==> src/rtl/logic_op_sequencer_pkg.sv <==
// Shared types and defaults for the logic_op_sequencer block.
package logic_op_sequencer_pkg;

  localparam int DEF_WIDTH = 8;
  localparam int DEF_NREGS = 4;

  localparam logic OP_OR  = 1'b0;
  localparam logic OP_AND = 1'b1;

  typedef enum logic [1:0] {
    IDLE = 2'd0,
    READ = 2'd1,
    EXEC = 2'd2,
    RESP = 2'd3
  } state_t;

endpackage

==> src/rtl/logic_op_sequencer_alu.sv <==
// Combinational bitwise OR/AND selected by op.
module logic_op_sequencer_alu
  import logic_op_sequencer_pkg::*;
#(
  parameter int WIDTH = DEF_WIDTH
) (
  input  logic             op,
  input  logic [WIDTH-1:0] a,
  input  logic [WIDTH-1:0] b,
  output logic [WIDTH-1:0] y
);

  assign y = (op == OP_AND) ? (a & b) : (a | b);

endmodule

==> src/rtl/logic_op_sequencer.sv <==
// Command-driven OR/AND sequencer over a small register file with a result port.
// Optional zero flag output enabled by defining LOGIC_OP_SEQUENCER_ZERO_FLAG_EN.
module logic_op_sequencer
  import logic_op_sequencer_pkg::*;
#(
  parameter int WIDTH = DEF_WIDTH,
  parameter int NREGS = DEF_NREGS,
  localparam int AW = $clog2(NREGS)
) (
  input  logic             CLK,
  input  logic             RESET_N,
  input  logic             WR_EN,
  input  logic [AW-1:0]    WR_ADDR,
  input  logic [WIDTH-1:0] WR_DATA,
  input  logic             CMD_VALID,
  output logic             CMD_READY,
  input  logic             CMD_OP,
  input  logic [AW-1:0]    CMD_RA,
  input  logic [AW-1:0]    CMD_RB,
  input  logic [AW-1:0]    CMD_RD,
  output logic             RES_VALID,
  input  logic             RES_READY,
  output logic [WIDTH-1:0] RES_DATA,
  output logic [AW-1:0]    RES_RD
`ifdef LOGIC_OP_SEQUENCER_ZERO_FLAG_EN
  ,
  output logic             RES_ZERO
`endif
);

  state_t state, state_nxt;

  logic                        op_q;
  logic [AW-1:0]               ra_q, rb_q, rd_q;
  logic [WIDTH-1:0]            opa_q, opb_q, alu_y;
  logic [NREGS-1:0][WIDTH-1:0] rf;

  always_ff @(posedge CLK or negedge RESET_N) begin
    if (!RESET_N) state <= IDLE;
    else          state <= state_nxt;
  end

  always_comb begin
    state_nxt = state;
    case (state)
      IDLE: if (CMD_VALID) state_nxt = READ;
      READ: state_nxt = EXEC;
      EXEC: state_nxt = RESP;
      RESP: if (RES_READY) state_nxt = IDLE;
      default: state_nxt = IDLE;
    endcase
  end

  always_comb begin
    CMD_READY = (state == IDLE);
  end

  logic_op_sequencer_alu #(.WIDTH(WIDTH)) u_alu (
    .op (op_q),
    .a  (opa_q),
    .b  (opb_q),
    .y  (alu_y)
  );

  always_ff @(posedge CLK or negedge RESET_N) begin
    if (!RESET_N) begin
      op_q      <= OP_OR;
      ra_q      <= '0;
      rb_q      <= '0;
      rd_q      <= '0;
      opa_q     <= '0;
      opb_q     <= '0;
      RES_VALID <= 1'b0;
      RES_DATA  <= '0;
      RES_RD    <= '0;
`ifdef LOGIC_OP_SEQUENCER_ZERO_FLAG_EN
      RES_ZERO  <= 1'b0;
`endif
    end else begin
      if (CMD_VALID && CMD_READY) begin
        op_q <= CMD_OP;
        ra_q <= CMD_RA;
        rb_q <= CMD_RB;
        rd_q <= CMD_RD;
      end
      if (state == READ) begin
        opa_q <= rf[ra_q];
        opb_q <= rf[rb_q];
      end
      if (state == EXEC) begin
        RES_DATA  <= alu_y;
        RES_RD    <= rd_q;
        RES_VALID <= 1'b1;
`ifdef LOGIC_OP_SEQUENCER_ZERO_FLAG_EN
        RES_ZERO  <= (alu_y == '0);
`endif
      end
      if (state == RESP && RES_READY) RES_VALID <= 1'b0;
    end
  end

  // Writeback is ordered after the host write so it wins on an address collision.
  always_ff @(posedge CLK or negedge RESET_N) begin
    if (!RESET_N) begin
      rf <= '0;
    end else begin
      if (WR_EN)           rf[WR_ADDR] <= WR_DATA;
      if (state == EXEC)   rf[rd_q]    <= alu_y;
    end
  end

endmodule
==> config.mk <==
export PLATFORM = sky130hd
export DESIGN_NAME = logic_op_sequencer
export DESIGN_NICKNAME = d
export VERILOG_FILES = /design/src/rtl/logic_op_sequencer_pkg.sv /design/src/rtl/logic_op_sequencer_alu.sv /design/src/rtl/logic_op_sequencer.sv
export SDC_FILE = /design/constraint.sdc
export NUM_CORES = 1
export LEC_CHECK = 0
export BUFFER_PORTS_ARGS = -buffer_cell sky130_fd_sc_hd__buf_2
export CORE_MARGIN = 5
export CORE_UTILIZATION = 54
export CTS_CLUSTER_DIAMETER = 30
export CTS_CLUSTER_SIZE = 14
export DETAILED_ROUTE_END_ITERATION = 10
export HOLD_SLACK_MARGIN = 0.02
export PLACE_DENSITY = 0.74
export SYNTH_ARGS = -nofsm -noshare
export SYNTH_HDL_FRONTEND = slang
export SYNTH_SLANG_ARGS = --single-unit
==> constraint.sdc <==
create_clock -name CLK -period 3.5 [get_ports CLK]
set_input_delay 0.175 -clock CLK [delete_from_list [all_inputs] [get_ports CLK]]
set_output_delay 0.175 -clock CLK [all_outputs]
set_load 0.01 [all_outputs]
-- After elaboration in Yosys (flattened, before gate mapping)
Index checks and enable logic that the tools add are counted.
- bits in registers: 68
- output and inout port bits: 12
- logic and storage cells: 52
- order comparisons: 6
- eq/ne operators: 5
- mux-type cells: 18
- bitwise gates (word level): 2
- reduce and logical (&&, ||, !) cells: 7
- operators with widths (cell ; count):
    $bwmux W32 ; 2
    $mux W32 ; 2
    $mux W8 ; 5
    $bmux W8 S2 ; 2
    $demux W8 S2 ; 2
    $lt A2 B3 Y1 const B ; 4
    $and A8 B8 Y8 ; 1
    $or A8 B8 Y8 ; 1
    $pmux W2 S4 ; 1
    $eq A2 B2 Y1 const B ; 2
    $ge A2 B1 Y1 const B ; 2
    $logic_and A1 B1 Y1 ; 4
    $mux W2 ; 2
    $ne A2 B2 Y1 const B ; 2
    $eq A2 B1 Y1 const B ; 1
    $logic_not A2 Y1 ; 1
    $mux W1 ; 2
    $reduce_and A2 Y1 ; 1
    $reduce_bool A2 Y1 ; 1

-- Depth between registers and ports, before layout
Gate-level depths: netlist (run 1).
- word-level depth: 8
- mapped depth: 8
- gate-level depth less buffers: 5

-- By module
A second synthesis (run 1) with hierarchy kept.
- cells, all modules: 354
- area, all modules: 3552.2 sq um
- modules (own cells, without submodules) (module ; instances ; cells each ; area an instance (sq um)):
    logic_op_sequencer ; 1 ; 345 ; 3458.3
    logic_op_sequencer_alu ; 1 ; 9 ; 93.8

-- Worst setup path after synthesis (run 1)
No wires, ideal clock.
- path kind: reg-to-reg
- start: register state[0]
- end: register rf[21] in the netlist's numbering
- arrival time: 1333 ps
- data required time: 3370 ps
- setup slack: 2037 ps
- stages on the path, launching flop included: 9
- buffers on the path: 3
- clock period less this slack: 1463 ps
- path through: dfrtp_1 > inv_1 > ha_1 > buf_6 > and3b_1 > buf_6 > buf_6 > a21oi_1 > a22oi_1
- cells in the longest elaborated chain, start to end: 2
- RTL lines (what ; RTL line ; source):
    from (decl) ; logic_op_sequencer.sv:31 ; state_t state, state_nxt;
    from (signal assigned) ; logic_op_sequencer.sv:40 ; else state <= state_nxt;
    $eq A2 B2 Y1 ; logic_op_sequencer.sv:108 ; if (state == EXEC) rf[rd_q] <= alu_y;
    $mux W32 ; logic_op_sequencer.sv:108 ;
    to (signal, indexed assignment) ; logic_op_sequencer.sv:108 ;
    to (decl) ; logic_op_sequencer.sv:36 ; logic [NREGS-1:0][WIDTH-1:0] rf;
No other way between the ends.
A chain may end at the register's enable or synchronous reset.

-- Final worst setup path (run 1)
- start: register state[0]
- end: register rf[5] in the netlist's numbering
The elaborated chain is that of the path after synthesis.

==> metrics.txt, run 1 <==
outcome finished, final reports clean; PostCTS Resize Cnt 0; maximum vdd drop approximately 0.67 mV; Clock power frac 15.5%; Post-Synthesis Cells 346; Synth Cell Area 3610 um^2; R2R Setup Slk 1.24 ns; Seq/Total Area, Yosys 47.2%; hold_buf cts 1; Layout Cell Area excl Fill 3860 um^2; CP Data Required Time 3.75 ns; setup_tns 0 ns; Sw Ratio roughly 40%; Leakage 1.82 nW; # port buffers 33; CTS buffer count 9; CP Class flop to flop; Hold Fails Final Rpt 0; RD Place Congestion 0.828; via count of the first global-routing pass between 2000 and 3000; n_diodes 0; fmax roughly 440 MHz; placed cell area 3680 um^2; CP Max Fanout 16; # Max-Cap Violations 0; grt ovf 0; Area growth, synth to finish 6.87%; WL/cell 17.6 um; clk_skew 0.00404 ns; initial antenna violation count 0; Die H 91.7 um; synthesis warning total 0; routed vias 2645; slew at the pin closest to its max-slew limit 1.02 ns; # nets final 393; P_sw 1.48 mW; crit start category flop; post-route minimum period between 2 and 2.5 ns; Total GRT Usage 20.5%; Site Rows 29; Slew headroom between 30% and 40%; Slew Viols, Final 0; clk_lat worst skew 0.34 ns; CTS tree built; r2r startpoint state[0]; drt pass-1 iters 5; final wirelength 7.90 mm; sequential share of power 43.1%; Synth top area share 47.2%; Pwr Density around 960 nW/um^2; largest net degree at the start of global routing 47; Final Setup Violations 0; RSZ-0062 raised after global routing no; DRC violation total after the first TritonRoute iteration 270; Critical Path Sink Type flop; die width between 90 and 100 um; first-pass GRT wire length around 14 mm; Root Driver clkbuf_8; post-synth cell types 28; initial core utilization about 56%; Post-CTS Setup Bufs 0; Gate power share between 40% and 50%; Routed Antenna Nets 0; Clock Tree Buf Depth 2; R2R depth 5; FF-to-FF End rf[5]; critical path arrival 2.50 ns; # clock sinks 68; Core ar. 6420 um^2; worst hold slack 0.0145 ns; die area 8420 um^2; internal power 2.20 mW; Seq cells post-synth 68; drt drc 0; H-tree levels 3; vias per cell just under 6; Synth Area per Inst around 10 um^2; Final Cycle Share 64.4%; Worst-path clk slew 0.07 ns; Synth area leaders dfrtp_1 47%, mux2i_1 6.7%, a21oi_1 6.4%; Synth Net Count 372; fill count 526; IO Pins 34; share of post-route cells with drive strength above 1 17.0%; dpl hpwl 5.65 mm; area leader, netlist dfrtp_1; Hold Crit Class input port to asynchronous set/reset pin
==> registers in the layout (all words and copies together) (netlist names) <==
signal and count:
op_q 1, RES_VALID 1, rf 32, opb_q 8, ra_q 2, rd_q 2, RES_RD 2, state 2
RES_DATA 8, rb_q 2, opa_q 8
==> per-layer routing <==
layer | up-vias | share of wire (%) | global-route usage [%]
met1 | 1280 | 46 | 28.8
met3 | 12 | 6.8 | 4.26
met5 | - | 0 | 0
met2 | 90 | 45 | 30.9
li1 | 1263 | - | -
met4 | 0 | 1.7 | 8.42
==> kinds of logic (layout without fill, tap and decap cells) <==
kind of cell	count (synthesis)	in the layout	synth area share (%)
adders and majority gates	5	5	1.70
and+or+nand+nor	81	81	11.5
muxes	50	50	14.8
buffers and inverters	38	63	6.90
DFF	68	68	47.2
AOI/OAI and AO/OA	104	104	18.0
==> cells in the mapped netlist <==
cell type and number:
nor3b_4 2, buf_12 1, dfrtp_1 68, inv_1 13, buf_2 12, o32a_1 1, buf_6 10, o21a_1 7
a22oi_2 2, mux2_1 17, and3b_1 4, and3_1 2, clkbuf_1 2, a21oi_1 46, o221ai_1 2, nand2_1 44
maj3_2 1, o21ai_1 14, nand3_1 1, a21oi_2 2, ha_1 4, nor2_1 8, nor2b_1 17, nand3b_1 2
mux2_2 9, a22oi_1 30, mux2i_1 24, or3b_1 1
==> power by group through the flow <==
stage / clock network [mW] / registers [mW] / logic, mW
6_report: 0.570 / 1.59 / 1.53
5_1_grt: 0.621 / 1.64 / 1.73
4_1_cts: 0.575 / 1.57 / 1.53
3_5_place_dp: 0 / 1.59 / 1.52
3_3_place_gp: 0 / 1.56 / 1.47
2_1_floorplan: 0 / 1.42 / 1.33
==> layout by cell type (no fill, tap or decap) <==
cell type,n
a21oi_1,46
a21oi_2,2
a22oi_1,30
a22oi_2,2
and3_1,2
and3b_1,4
buf_2,33
buf_4,1
clkbuf_1,2
clkbuf_8,11
clkinv_2,2
dfrtp_1,68
dlygate4sd3_1,1
ha_1,4
inv_1,13
maj3_2,1
mux2_1,17
mux2_2,9
mux2i_1,24
nand2_1,44
nand3_1,1
nand3b_1,2
nor2_1,8
nor2b_1,17
nor3b_4,2
o21a_1,7
o21ai_1,14
o221ai_1,2
o32a_1,1
or3b_1,1
==> layout make-up <==
class                      instances  area [um^2]  share of cell area (%)
inverter                          13         48.8                    1.27
tap                               77         96.3                    2.50
multi-input combinational        240         1660                    43.0
clock inverter                     2         10.0                   0.260
sequential                        68         1700                    44.1
timing repair buffer              35          183                    4.74
clock buffer                      13          159                    4.12
==> critical path: stages (launching register included) <==
cell	delay, ns
dfrtp_1	0.42
inv_1	0.10
ha_1	0.64
nor3b_4	0.69
a21oi_1	0.11
a22oi_1	0.21
==> per-stage QoR <==
step                      util (%)  instances  setup slack [ns]  power, mW
after floorplan                  -        346              2.04       2.75
after global placement        57.3        432              1.43       3.03
after detailed placement      57.3        432              1.28       3.11
after CTS                     60.0        448              1.26       3.68
after global routing          60.0        448              1.05       3.99
final                         60.0        448              1.24       3.69
==> worst max-delay path by stage <==
stage,from,cells after the start,end,slack [ns]
after floorplan,state[0],8,rf[21],2.04
after global placement,state[0],5,rf[25],1.43
after detailed placement,state[0],5,rf[5],1.28
after CTS,state[0],5,rf[5],1.26
after global routing,state[0],5,rf[5],1.05
final,state[0],5,rf[5],1.24
Note: power is estimated with default switching activity, not from simulation.
==> run 2: changes to the inputs <==
clock period = 2.1 ns   (was 3.5 ns; I/O delays follow)
==> run 2 against run 1 <==
Effect of this change:
- die area unchanged
- cell area increased by 4.6%
- wire length increased by 0.10%
- total power increased by 75%
- sequential power increased by 67%
- maximum frequency increased by 40%
- global-route usage about the same
- combinational power increased by 70%
- sequential share of layout area decreased by 1.9 points
- first-iteration DRC count decreased by 13%
- critical path depth unchanged
- critical path type unchanged
- largest cell class unchanged
- largest power group unchanged
==> metrics.txt, run 2 (synthesis gave the netlist of run 1 again) <==
Site Rows 29; # Max-Cap Violations 0; Largest Register rf; # port buffers 33; FF+latch area between 1500 and 2000 um^2; die width 91.7 um; DRC violation total after the first TritonRoute iteration 234; H-tree levels 3; Leakage 1.91 nW; Hold Crit Class input port to flop; IO Pins 34; crit path cell chain inv_1 -> ha_1 -> and3b_1 -> a21oi_1 -> a22oi_1; PostCTS Resize Cnt 0; Slew headroom 45.8%; largest net degree at the start of global routing 69; Worst-path clk slew 0.07 ns; fill count 507; clk_lat worst skew 0.34 ns; setup_tns 0 ns; share of post-route cells with drive strength above 1 18.2%; dpl hpwl 5.62 mm; RD Place Congestion 0.849; Critical Path Sink Type flop; grt ovf 0; worst path bufs/invs 1; cell family with most CP delay simple AND/OR/NAND/NOR gates; Core ar. roughly 6400 um^2; n_diodes 0; Crit path largest cell delay between 0.5 and 0.6 ns; RSZ-0062 raised after global routing no; slew at the pin closest to its max-slew limit 0.813 ns; # clock sinks ~70; Total GRT Usage approximately a fifth; commonest non-fill, non-tap cells in the layout 68 x dfrtp_1, 46 x a21oi_1, 44 x nand2_1, 33 x buf_2, 30 x a22oi_1; initial antenna violation count 0; CP Data Required Time 2.35 ns; CP Max Fanout 16; routed vias 2719; vias per cell 5.89; PnR worst setup slack 0.484 ns; clk_skew 0.00743 ns; CTS tree built; crit start category flop; maximum vdd drop 0.973 mV; CTS buffer count 9; Clock Tree Buf Depth 2; Post-CTS Setup Bufs 0; fmax 619 MHz; final wirelength between 7 and 8 mm; WL/cell 17.1 um; post-route minimum period 1.62 ns; Post-Place Setup Slack 0.510 ns; hold_buf cts 9; worst hold slack 0.109 ns; slowest CP cell and3b_1; Routed Antenna Nets 0; drt drc 0; multi-input logic area 1660 um^2; max FFs per register 32; Area growth, synth to finish 11.8%; Root Driver clkbuf_8; Pwr Density 1600 nW/um^2; most common cell after layout, fill and taps aside dfrtp_1; CP Class flop to flop; via count of the first global-routing pass roughly 2800; # nets final 406; initial core utilization 56.2%; Slew Viols, Final 0; Final Setup Violations 0; die area around 8400 um^2; critical path arrival 1.86 ns; Hold Fails Final Rpt 0; Final Cycle Share between 70 and 80%; outcome finished, final reports clean; first-pass GRT wire length 14.1 mm; drt pass-1 iters 4; Die H between 90 and 100 um
## run 2: changes by cell type in the layout (fill, tap and decap cells not counted), sizes merged
| cell | previous run | this run |
|---|---|---|
| dlygate4sd3 | 1 | 9 |
| buf | 34 | 39 |
| bufinv | 0 | 2 |
| clkbuf | 13 | 11 |
| clkinv | 2 | 3 |
## run 2: routing by layer
layer  part of all wire, %  GRT usage [%]  up-vias
met5                     0              0        -
met4                  0.92           5.82        0
met3                   5.2           4.17        7
met2                    45           31.5       83
met1                    49           29.6     1338
li1                      -              -     1291
## run 2: path summary, 6_finish.rpt
check,start,to,slack (ns),cells after the start
min in group asynchronous,RESET_N,rf[22],0.31,3
max in group asynchronous,RESET_N,rf[27],1.50,3
hold reg to reg,RES_RD[0],RES_RD[0],0.51,1
setup / recovery,state[0],rf[9],0.48,5
hold / removal,WR_DATA[7],rf[7],0.11,3
setup reg to reg,state[0],rf[9],0.48,5
## run 2: worst min-delay path, stage by stage
cell and delay [ns]:
buf_2 0.11, a21oi_1 0.07, a22oi_2 0.11
## run 2: area by class of cell
type | instances | share of cell area, %
tap | 77 | 2.39
inverter | 13 | 1.21
sequential | 68 | 42.2
clock inverter | 5 | 1.86
timing repair buffer | 48 | 7.75
clock buffer | 11 | 3.50
multi-input combinational | 240 | 41.1
## run 2: power by group
group	switching, mW	internal [mW]	leakage (nW)
registers	0.684	1.97	0.829
logic	1.33	1.27	0.968
clock network	0.492	0.696	0.113
## run 2: metrics by stage
step                      cell area (um^2)  utilization, %  power [mW]  instances
after detailed placement              3730            58.0        5.22        437
after global placement                3730            58.0        5.10        437
final                                 4030            62.8        6.44        462
after global routing                  4030            62.8        6.95        462
after CTS                             4030            62.8        6.43        462
after floorplan                       3610               -        4.59        346
